## config.mk

```make
export PLATFORM = sky130hd
export DESIGN_NAME = mips_mc_control
export DESIGN_NICKNAME = d
export VERILOG_FILES = /design/src/rtl/mips_mc_control.sv
export SDC_FILE = /design/constraint.sdc
export NUM_CORES = 1
export LEC_CHECK = 0
export BUFFER_PORTS_ARGS = -buffer_cell sky130_fd_sc_hd__buf_2
export CAP_MARGIN = 25
export CORE_MARGIN = 8
export CORE_UTILIZATION = 40
export DETAILED_ROUTE_END_ITERATION = 12
export SETUP_SLACK_MARGIN = 0.2
export SLEW_MARGIN = 20
export SYNTH_ARGS = -nofsm -noshare
export SYNTH_HDL_FRONTEND = slang
export SYNTH_SLANG_ARGS = --single-unit
export TNS_END_PERCENT = 100
```

## constraint.sdc

```tcl
create_clock -name clk_i -period 3.7 [get_ports clk_i]
set_input_delay 0.555 -clock clk_i [delete_from_list [all_inputs] [get_ports clk_i]]
set_output_delay 0.555 -clock clk_i [all_outputs]
set_load 0.01 [all_outputs]
```

## src/rtl/mips_mc_control.sv

```systemverilog
// Multicycle MIPS main controller with ALU decoder: one registered state, Moore-decoded controls,
// memory-ready stalls and a retired-instruction counter.
module mips_mc_control #(
    parameter bit          MEM_WAIT_EN = 1'b1,
    parameter int unsigned CNT_W       = 32
) (
    input  logic             clk_i,
    input  logic             rst_i,
    input  logic [5:0]       opcode_i,
    input  logic [5:0]       funct_i,
    input  logic             zero_i,
    input  logic             mem_ready_i,
    output logic             mem_write_o,
    output logic             iord_o,
    output logic             ir_write_o,
    output logic             pc_en_o,
    output logic             reg_dst_o,
    output logic             mem_to_reg_o,
    output logic             reg_write_o,
    output logic             alu_src_a_o,
    output logic [1:0]       alu_src_b_o,
    output logic [2:0]       alu_control_o,
    output logic [1:0]       pc_src_o,
    output logic             illegal_o,
    output logic [CNT_W-1:0] instr_count_o
);

    localparam logic [5:0] OpRtype = 6'b000000;
    localparam logic [5:0] OpLw    = 6'b100011;
    localparam logic [5:0] OpSw    = 6'b101011;
    localparam logic [5:0] OpBeq   = 6'b000100;
    localparam logic [5:0] OpAddi  = 6'b001000;
    localparam logic [5:0] OpJ     = 6'b000010;

    localparam logic [2:0] AluAdd = 3'b010;
    localparam logic [2:0] AluSub = 3'b110;
    localparam logic [2:0] AluAnd = 3'b000;
    localparam logic [2:0] AluOr  = 3'b001;
    localparam logic [2:0] AluSlt = 3'b111;

    typedef enum logic [3:0] {
        StFetch, StDecode, StMemAdr, StMemRd, StMemWb, StMemWr,
        StExecute, StAluWb, StBranch, StAddiEx, StAddiWb, StJump
    } state_e;

    state_e           state_q, state_d;
    logic             is_store_q, is_store_d;
    logic [CNT_W-1:0] count_q;
    logic             retire;
    logic             mem_rdy;
    logic             pc_write, branch, illegal, ir_write, mem_write, reg_write;

    assign mem_rdy = MEM_WAIT_EN ? mem_ready_i : 1'b1;

    always_comb begin
        state_d       = state_q;
        is_store_d    = is_store_q;
        retire        = 1'b0;
        pc_write      = 1'b0;
        branch        = 1'b0;
        illegal       = 1'b0;
        ir_write      = 1'b0;
        mem_write     = 1'b0;
        reg_write     = 1'b0;
        iord_o        = 1'b0;
        reg_dst_o     = 1'b0;
        mem_to_reg_o  = 1'b0;
        alu_src_a_o   = 1'b0;
        alu_src_b_o   = 2'b00;
        alu_control_o = AluAnd;
        pc_src_o      = 2'b00;
        case (state_q)
            StFetch: begin
                alu_src_b_o   = 2'b01;
                alu_control_o = AluAdd;
                ir_write      = mem_rdy;
                pc_write      = mem_rdy;
                if (mem_rdy) state_d = StDecode;
            end
            StDecode: begin
                alu_src_b_o   = 2'b11;
                alu_control_o = AluAdd;
                case (opcode_i)
                    OpLw: begin
                        state_d    = StMemAdr;
                        is_store_d = 1'b0;
                    end
                    OpSw: begin
                        state_d    = StMemAdr;
                        is_store_d = 1'b1;
                    end
                    OpRtype: state_d = StExecute;
                    OpBeq:   state_d = StBranch;
                    OpAddi:  state_d = StAddiEx;
                    OpJ:     state_d = StJump;
                    default: begin
                        illegal = 1'b1;
                        state_d = StFetch;
                    end
                endcase
            end
            StMemAdr: begin
                alu_src_a_o   = 1'b1;
                alu_src_b_o   = 2'b10;
                alu_control_o = AluAdd;
                // Load/store choice was latched in decode; the IR opcode is not re-read here.
                state_d       = is_store_q ? StMemWr : StMemRd;
            end
            StMemRd: begin
                iord_o = 1'b1;
                if (mem_rdy) state_d = StMemWb;
            end
            StMemWb: begin
                mem_to_reg_o = 1'b1;
                reg_write    = 1'b1;
                retire       = 1'b1;
                state_d      = StFetch;
            end
            StMemWr: begin
                iord_o    = 1'b1;
                mem_write = 1'b1;
                if (mem_rdy) begin
                    retire  = 1'b1;
                    state_d = StFetch;
                end
            end
            StExecute: begin
                alu_src_a_o = 1'b1;
                state_d     = StAluWb;
                case (funct_i)
                    6'b100000: alu_control_o = AluAdd;
                    6'b100010: alu_control_o = AluSub;
                    6'b100100: alu_control_o = AluAnd;
                    6'b100101: alu_control_o = AluOr;
                    6'b101010: alu_control_o = AluSlt;
                    default: begin
                        alu_control_o = AluAdd;
                        illegal       = 1'b1;
                        state_d       = StFetch;
                    end
                endcase
            end
            StAluWb: begin
                reg_dst_o = 1'b1;
                reg_write = 1'b1;
                retire    = 1'b1;
                state_d   = StFetch;
            end
            StBranch: begin
                alu_src_a_o   = 1'b1;
                alu_control_o = AluSub;
                pc_src_o      = 2'b01;
                branch        = 1'b1;
                retire        = 1'b1;
                state_d       = StFetch;
            end
            StAddiEx: begin
                alu_src_a_o   = 1'b1;
                alu_src_b_o   = 2'b10;
                alu_control_o = AluAdd;
                state_d       = StAddiWb;
            end
            StAddiWb: begin
                reg_write = 1'b1;
                retire    = 1'b1;
                state_d   = StFetch;
            end
            StJump: begin
                pc_src_o = 2'b10;
                pc_write = 1'b1;
                retire   = 1'b1;
                state_d  = StFetch;
            end
            default: state_d = StFetch;
        endcase
    end

    // Strobes are masked by reset so nothing is written while reset is held.
    assign mem_write_o   = mem_write & ~rst_i;
    assign ir_write_o    = ir_write & ~rst_i;
    assign reg_write_o   = reg_write & ~rst_i;
    assign pc_en_o       = (pc_write | (branch & zero_i)) & ~rst_i;
    assign illegal_o     = illegal & ~rst_i;
    assign instr_count_o = count_q;

    always_ff @(posedge clk_i or posedge rst_i) begin
        if (rst_i) begin
            state_q    <= StFetch;
            is_store_q <= 1'b0;
            count_q    <= '0;
        end else begin
            state_q    <= state_d;
            is_store_q <= is_store_d;
            if (retire) count_q <= count_q + CNT_W'(1);
        end
    end

endmodule

```

# Word level (Yosys, flattened, before mapping)
# Index checks and enable logic that the tools add are counted.
# W data, S select, Z words.
[totals] regBits=37 in_bits=16 out_inout_bits=48
[op_classes] add_sub_neg=1 eq_ne=24 mux=26 bitwise=8 n_reduce_logical=14
[ops] operator="$eq A6 B6 Y1 const B" count=7
[ops] operator="$add A32 B1 Y32 const B" count=1
[ops] operator="$pmux W4 S7" count=1
[ops] operator="$pmux W4 S5" count=1
[ops] operator="$eq A4 B3 Y1 const B" count=4
[ops] operator="$eq A4 B4 Y1 const B" count=4
[ops] operator="$mux W4" count=3
[ops] operator="$pmux W3 S4" count=1
[ops] operator="$mux W1" count=11
[ops] operator="$reduce_or A5 Y1" count=2
[ops] operator="$pmux W3 S3" count=1
[ops] operator="$eq A4 B2 Y1 const B" count=2
[ops] operator="$pmux W1 S2" count=4
[ops] operator="$reduce_or A4 Y1" count=2
[ops] operator="$and A1 B1 Y1" count=6
[ops] operator="$eq A6 B2 Y1 const B" count=1
[ops] operator="$eq A6 B3 Y1 const B" count=1
[ops] operator="$eq A6 B4 Y1 const B" count=1
[ops] operator="$logic_not A6 Y1" count=1
[ops] operator="$mux W3" count=2
[ops] operator="$ne A2 B2 Y1 const B" count=3
[ops] operator="$pmux W2 S3" count=1
[ops] operator="$reduce_or A2 Y1" count=3
[ops] operator="$reduce_or A6 Y1" count=1
[ops] operator="other kinds (9)" count=9

# Depth between registers and ports, before layout
# Gate-level depths: netlist of the first run.
[logic_depth] depth_word=5 depth_mapped=7 mapped_depth_nobuf=6

# Least setup slack after synthesis of the first run
# No wires, ideal clock.
[synth_path] kind="in2out" start="in funct_i[4]" end="out illegal_o" t_arrival_ns=1.418 required_ns=3.145 setup_slack_ns=1.727 stages=3 path_buffers=0 path_cell_list="nand2b_1 -> a2111oi_1 -> o32ai_1"
[synth_between] elab_chain_cells=5
[synth_lines] element="start: declaration" line="10" text="input logic [5:0] funct_i,"
[synth_lines] element="$eq A6 B6 Y1" line="130" text="case (funct_i)"
[synth_lines] element="$reduce_or A5 Y1 (no source line) (*)"
[synth_lines] element="$mux W1 (*)" line="130"
[synth_lines] element="$pmux W1 S2 (*)" line="72" text="case (state_q)"
[synth_lines] element="$and A1 B1 Y1 (*)" line="183" text="assign illegal_o = illegal & ~rst_i;"
[synth_lines] element="end: declaration" line="24" text="output logic illegal_o,"
# Mark *: on every way between the ends. The rest lies on a longest branch, timed or not.

# Worst setup path in the final report of the first run
[layout_path] start="reg state_q[1]" end="out illegal_o"
[layout_between] elab_chain_cells=3
[layout_lines] element="start: declaration" line="46" text="state_e state_q, state_d;"
[layout_lines] element="start signal: assignment" line="188" text="state_q <= StFetch;"
[layout_lines] element="start signal: assignment" line="192" text="state_q <= state_d;"
[layout_lines] element="$eq A4 B3 Y1 / $eq A4 B1 Y1 (equally long branches)" line="72"
[layout_lines] element="$pmux W1 S2 (*)" line="72"
[layout_lines] element="$and A1 B1 Y1 (*)" line="183"
# Marked as above.

==> metrics.txt, run 1 <==
Chip Width between 80 and 90 um; Mapped Cells roughly 220; ANT cells 0; most frequent cells in the layout buf_2 (63), dfrtp_1 (37), xnor2_1 (24); crit share post-route a little over two thirds; area leader, netlist dfrtp_1; Worst-Skew Late Latency ~280 ps; H-tree levels 2; share of layout cells above drive strength 1 26.9%; First DRT Iteration DRCs 54; first-pass GRT wire length roughly 8500 um; final net count between 300 and 400; total CTS buffers 5; Avg Cell Area, Syn 9.44 um2; clk root buf clkbuf_8; clock skew 5.47 ps; Reg2Reg Capture Point instr_count_o[25]; total core area ~5000 um2; initial antenna violation count 0; GRT Residual Overflow 0; Synth async-reset ratio 100%; Post-route DRC 0; Slew Viols, Final 0; crit path DAT around 2000 ps; Global Route Usage Sum 13.4%; worst slew pin tran just over 700 ps; Setup violations, final 0; Mapped Nets 240; area post-placement 2480 um2; Crit Path Class flop to output port; Rows 26; CP startpoint state_q[1]; drt via density ~5.2; commonest non-fill, non-tap cell in the layout buf_2; fmax between 0.3 and 0.4 GHz; Initial Util about two fifths; Setup TNS Final 0 ps; Setup crit end kind output port; total of warnings raised by yosys 0; Rel. slew slack about 53%; largest net degree at the start of global routing 22; cell depth of the worst flop-to-flop path 5; DRT antenna net count 0; Unique masters post-synth approximately 40; clock sinks 37; min Tclk post-route between 2000 and 3000 ps; Synth area leaders dfrtp_1 (44%), xnor2_1 (10%), xor2_1 (4.2%); LEAKAGE 1.24 nW; Post-DP HPWL a little under 4000 um; mean routed wirelength per cell between 10 and 15 um; CP max FO 21; highest routed layer met4; Worst R2R Start state_q[1]; CTS Hold Bufs 0; Non-Filler Instances around 360; Bufs on Longest Clock Path 2; Area growth syn-to-layout 22.0%; met2 routed WL ~2600 um; FF-to-FF setup slack approximately 1600 ps; WL met3 approximately 220 um; pwr/cell area 468 nW/um2; Ports 64; vias in the first global route around 1800; via count about 1800; Primary FF master, synth dfrtp_1; VDD IR max about 0.00023 V; # resized after CTS 0; final instance area approximately 2600 um2; Critical Path Start Type flop; unrepaired setup endpoints after global routing no; sequential-to-total area share from yosys stat a little over two fifths; port bufs 63; DIE AREA 7840 um2; critical path required time 3140 ps; Cell Area, Synth between 2000 and 2500 um2; TritonCTS clock tree done; Hold Path Class primary input to async pin; Clk pin slew, worst setup/hold paths 70 ps; final count of hold timing violations 0; placer congestion estimate 0.777; top-area cell type share of the netlist area between 40% and 50%; crit path to illegal_o; Fillers roughly 500; die height 88.6 um; drt pass-1 iters 4; status completed; Routed WL just over 5000 um; max_cap viols 0; EDFF count, synth 0; #FFs+latches synth 37; M1 WL about 2200 um; Placed Instances approximately 350; Post-CTS Repair Setup Buffers 0
-- state kept, by name, summed over array words and instances, names as in the netlist --
signal and flops:
state_q 4, instr_count_o 32, is_store_q 1
-- where the power goes --
| part | switching (mW) | internal (mW) |
|---|---|---|
| clock network | 0.138 | 0.147 |
| registers | 0.104 | 0.445 |
| logic | 0.194 | 0.174 |
-- metrics by stage --
| step | util (%) | hold slack, ps | power (mW) | setup slack (ps) |
|---|---|---|---|---|
| after global routing | 50.3 | 488 | 1.30 | 911 |
| after floorplan | - | 503 | 0.801 | 1730 |
| final | 50.3 | 424 | 1.20 | 1120 |
| after CTS | 50.3 | 446 | 1.23 | 1110 |
| after global placement | 48.5 | 451 | 0.930 | 1410 |
| after detailed placement | 48.5 | 470 | 0.932 | 1360 |
-- synth_stat cells (all sizes together), types with 2 or more instances --
cell type   n
inv         5
xor2       10
nor2       14
buf         6
and2        2
nand2      17
nand3      14
a21oi       5
a22oi       2
mux2        2
nor3b       3
o41ai       2
and3        9
nor3       16
nand4       7
nand2b      8
nor4b       4
nor2b       7
dfrtp      37
a31oi       4
xnor2      24
and4        3
o21ai       6
clkbuf      2
nor4        2
-- worst max-delay path, stage by stage, from the launching register on --
cell and delay [ps]:
dfrtp_1 750, nand2b_1 210, nor2_1 250, nand2_1 110, o32ai_1 260, buf_2 180
-- cell families (layout without fill, tap and decap cells) --
| logic type | count (synthesis) | count (layout) | share of synthesized area (%) |
|---|---|---|---|
| buffers and inverters | 13 | 76 | 2.67 |
| AOI/OAI and AO/OA | 27 | 27 | 8.68 |
| DFF | 37 | 37 | 44.0 |
| adders and majority gates | 1 | 1 | 0.594 |
| muxes | 3 | 3 | 1.54 |
| and+or+nand+nor | 108 | 108 | 28.4 |
| xor gates and xnor gates | 34 | 34 | 14.1 |
-- worst min-delay path by stage --
stage | slack (ps) | endpoint | startpoint
5_1_grt | 490 | instr_count_o[31] | instr_count_o[31]
3_5_place_dp | 470 | instr_count_o[31] | instr_count_o[31]
3_3_place_gp | 450 | instr_count_o[31] | instr_count_o[31]
2_1_floorplan | 500 | is_store_q | is_store_q
4_1_cts | 450 | instr_count_o[1] | rst_i
6_report | 420 | instr_count_o[11] | rst_i
-- routing by layer --
| metal | vias up | GRT usage (%) |
|---|---|---|
| met5 | - | 0 |
| met4 | 0 | 4.30 |
| met3 | 2 | 2.69 |
| met2 | 31 | 22.7 |
| met1 | 878 | 16.5 |
| li1 | 925 | - |
-- area by class of cell --
cell class,count,area (um2),share of cell area (%)
Multi-Input combinational cell,173,1120,43.7
Sequential cell,37,926,36.0
Timing Repair Buffer,64,323,12.6
Tap cell,70,87.6,3.41
Clock buffer,6,82.6,3.21
Inverter,5,18.8,0.731
Clock inverter,1,7.51,0.292
Power figures use the tool's default switching activity.
==> run 2: changes to the inputs <==
clock period = 2.45 ns   (was 3.7 ns; I/O delays follow)
==> run 2 against run 1 <==
Total power up 57%; setup slack worse by 710 ps; sequential cell count unchanged; non-clock buffer count up 6; final cell count up 2.0%; via count up 3.5%; clock-buffer cell count unchanged; clock skew down 0.85 ps; largest power group unchanged.
==> metrics.txt, run 2 (synthesized netlist as in run 1, its figures left out) <==
Slew Viols, Final 0 (unchanged); M3 GR Usage 2.88% (+0.19 points); vias in the first global route 1752 (-1.0%); Initial Util 41.2% (unchanged); met2 Use GR 21.9% (-0.81 points); Post-DP HPWL 3920 um (about the same); largest net degree at the start of global routing 37 (+68%); Setup crit end kind output port; most frequent cells in the layout buf_2 (63), dfrtp_1 (37), xnor2_1 (24); crit share post-route between 80% and 90%; pwr/cell area 721 nW/um2 (+54%); min Tclk post-route 2040 ps; CP bufs+invs 2 (+1); GRT Residual Overflow 0 (unchanged); Hold Path Depth 2; Max stage delay cell, worst path dfrtp_1; crit path DAT 1680 ps (-350 ps); met1 Usage GRT 18.1% (+1.5 points); busiest layer in global routing met2; commonest non-fill, non-tap cell in the layout buf_2; clock sinks 37 (unchanged); placer congestion estimate 0.771 (-0.80%); Most common cell on crit path nor3_1; unrepaired setup endpoints after global routing no; Area growth syn-to-layout 24.5%; Rel. slew slack 55.1% (+2.1 points); Chip Width 88.6 um (unchanged); LEAKAGE 1.28 nW (+3.1%); Setup TNS Final 0 ps (unchanged); via count 1901 (+3.5%); Post-CTS Repair Setup Buffers 0 (unchanged); critical path required time 2080 ps (-1060 ps); Clk pin slew, worst setup/hold paths 70 ps (about the same); drt pass-1 iters 4 (unchanged); ANT cells 0 (unchanged); final count of hold timing violations 0 (unchanged); mean routed wirelength per cell 14.1 um (-1.0%); CP max FO 13 (-38%); status completed; Critical Path Max Stage Delay 590 ps (-160 ps); Ports 64 (unchanged); total CTS buffers 5 (unchanged); DIE AREA 7840 um2 (unchanged); Bufs on Longest Clock Path 2 (unchanged); final net count 309 (+2.0%); port bufs 63 (unchanged); die height 88.6 um (unchanged); Storage cell area 926 um2 (unchanged); FF-to-FF setup slack 650 ps (-920 ps); clock skew 4.62 ps (-0.846 ps); initial antenna violation count 0 (unchanged); # resized after CTS 0 (unchanged); crit path to pc_en_o; DRT antenna net count 0 (unchanged); worst slew pin tran 672 ps (-32.2 ps); TritonCTS clock tree done; total core area 5110 um2 (unchanged); footprint of the multi-input gates 1120 um2 (unchanged); Rows 26 (unchanged); Routed WL 5120 um (+0.95%); Largest delay share family, worst path flip-flops; area post-placement 2520 um2 (+1.5%); WP depth 6 (+1); crit-path cells buf_4, mux2i_1, nor3_1, a31oi_1, nor3_1, buf_2; first-pass GRT wire length 8630 um (+2.1%); CTS Hold Bufs 1 (+1); number of flip-flops in the largest register 32 (unchanged); share of layout cells above drive strength 1 28.3% (+1.4 points); Global Route Usage Sum 13.9% (+0.49 points); drt via density 5.24 (+1.5%); max_cap viols 0 (unchanged); Worst R2R Start state_q[3]; Post-route DRC 0 (unchanged); CP startpoint state_q[3]; Fillers 514 (+1.2%); Crit Path Class flop to output port; cell depth of the worst flop-to-flop path 5 (unchanged); Critical Path Start Type flop; Reg2Reg Capture Point instr_count_o[28]; First DRT Iteration DRCs 81 (+50%); H-tree levels 2 (unchanged); Worst-Skew Late Latency 290 ps (about the same); fmax about 0.49 GHz; Hold Path Class primary input to flop; VDD IR max 0.000267 V (+15%); Setup violations, final 0 (unchanged); clk root buf clkbuf_8; final instance area 2620 um2 (+2.1%)
==> run 2: changes by cell type in the layout (fill, tap and decap cells not counted), sizes merged <==
| cell | change |
|---|---|
| dlygate4sd3 | +1 |
| clkinv | +2 |
| buf | +5 |
| clkinvlp | -1 |
==> run 2: per-stage QoR <==
step / hold WS [ps] / utilization [%] / std cells / setup slack [ps] / power, mW
after global routing: 409 / 51.3 / 363 / 232 / 2.03
final: 400 / 51.3 / 363 / 406 / 1.89
after global placement: 257 / 49.3 / 354 / 454 / 1.45
after detailed placement: 265 / 49.3 / 354 / 440 / 1.45
after floorplan: 503 / - / 223 / 846 / 1.21
after CTS: 393 / 51.3 / 363 / 396 / 1.92
==> run 2: area by class of cell <==
cell class,count,share of cell area [%]
Clock buffer,6,3.15
Clock inverter,2,0.525
Inverter,5,0.716
Multi-Input combinational cell,173,42.8
Sequential cell,37,35.3
Tap cell,70,3.34
Timing Repair Buffer,70,14.1
==> run 2: layer usage <==
layer	up-vias	share of wire (%)
li1	930	-
met1	925	46
met2	38	47
met3	8	4.7
met4	0	1.7
met5	-	0
==> run 2: power breakdown <==
group | internal [mW] | switching [mW] | total [mW]
registers | 0.674 | 0.0789 | 0.753
clock network | 0.228 | 0.227 | 0.455
logic | 0.298 | 0.385 | 0.683
==> run 2: how the worst min path moves through the flow <==
stage | start | to | slack (ps)
2_1_floorplan | is_store_q | is_store_q | 500
3_3_place_gp | rst_i | state_q[3] | 260
4_1_cts | opcode_i[4] | state_q[3] | 390
5_1_grt | opcode_i[3] | is_store_q | 410
3_5_place_dp | rst_i | state_q[3] | 270
6_report | opcode_i[3] | is_store_q | 400
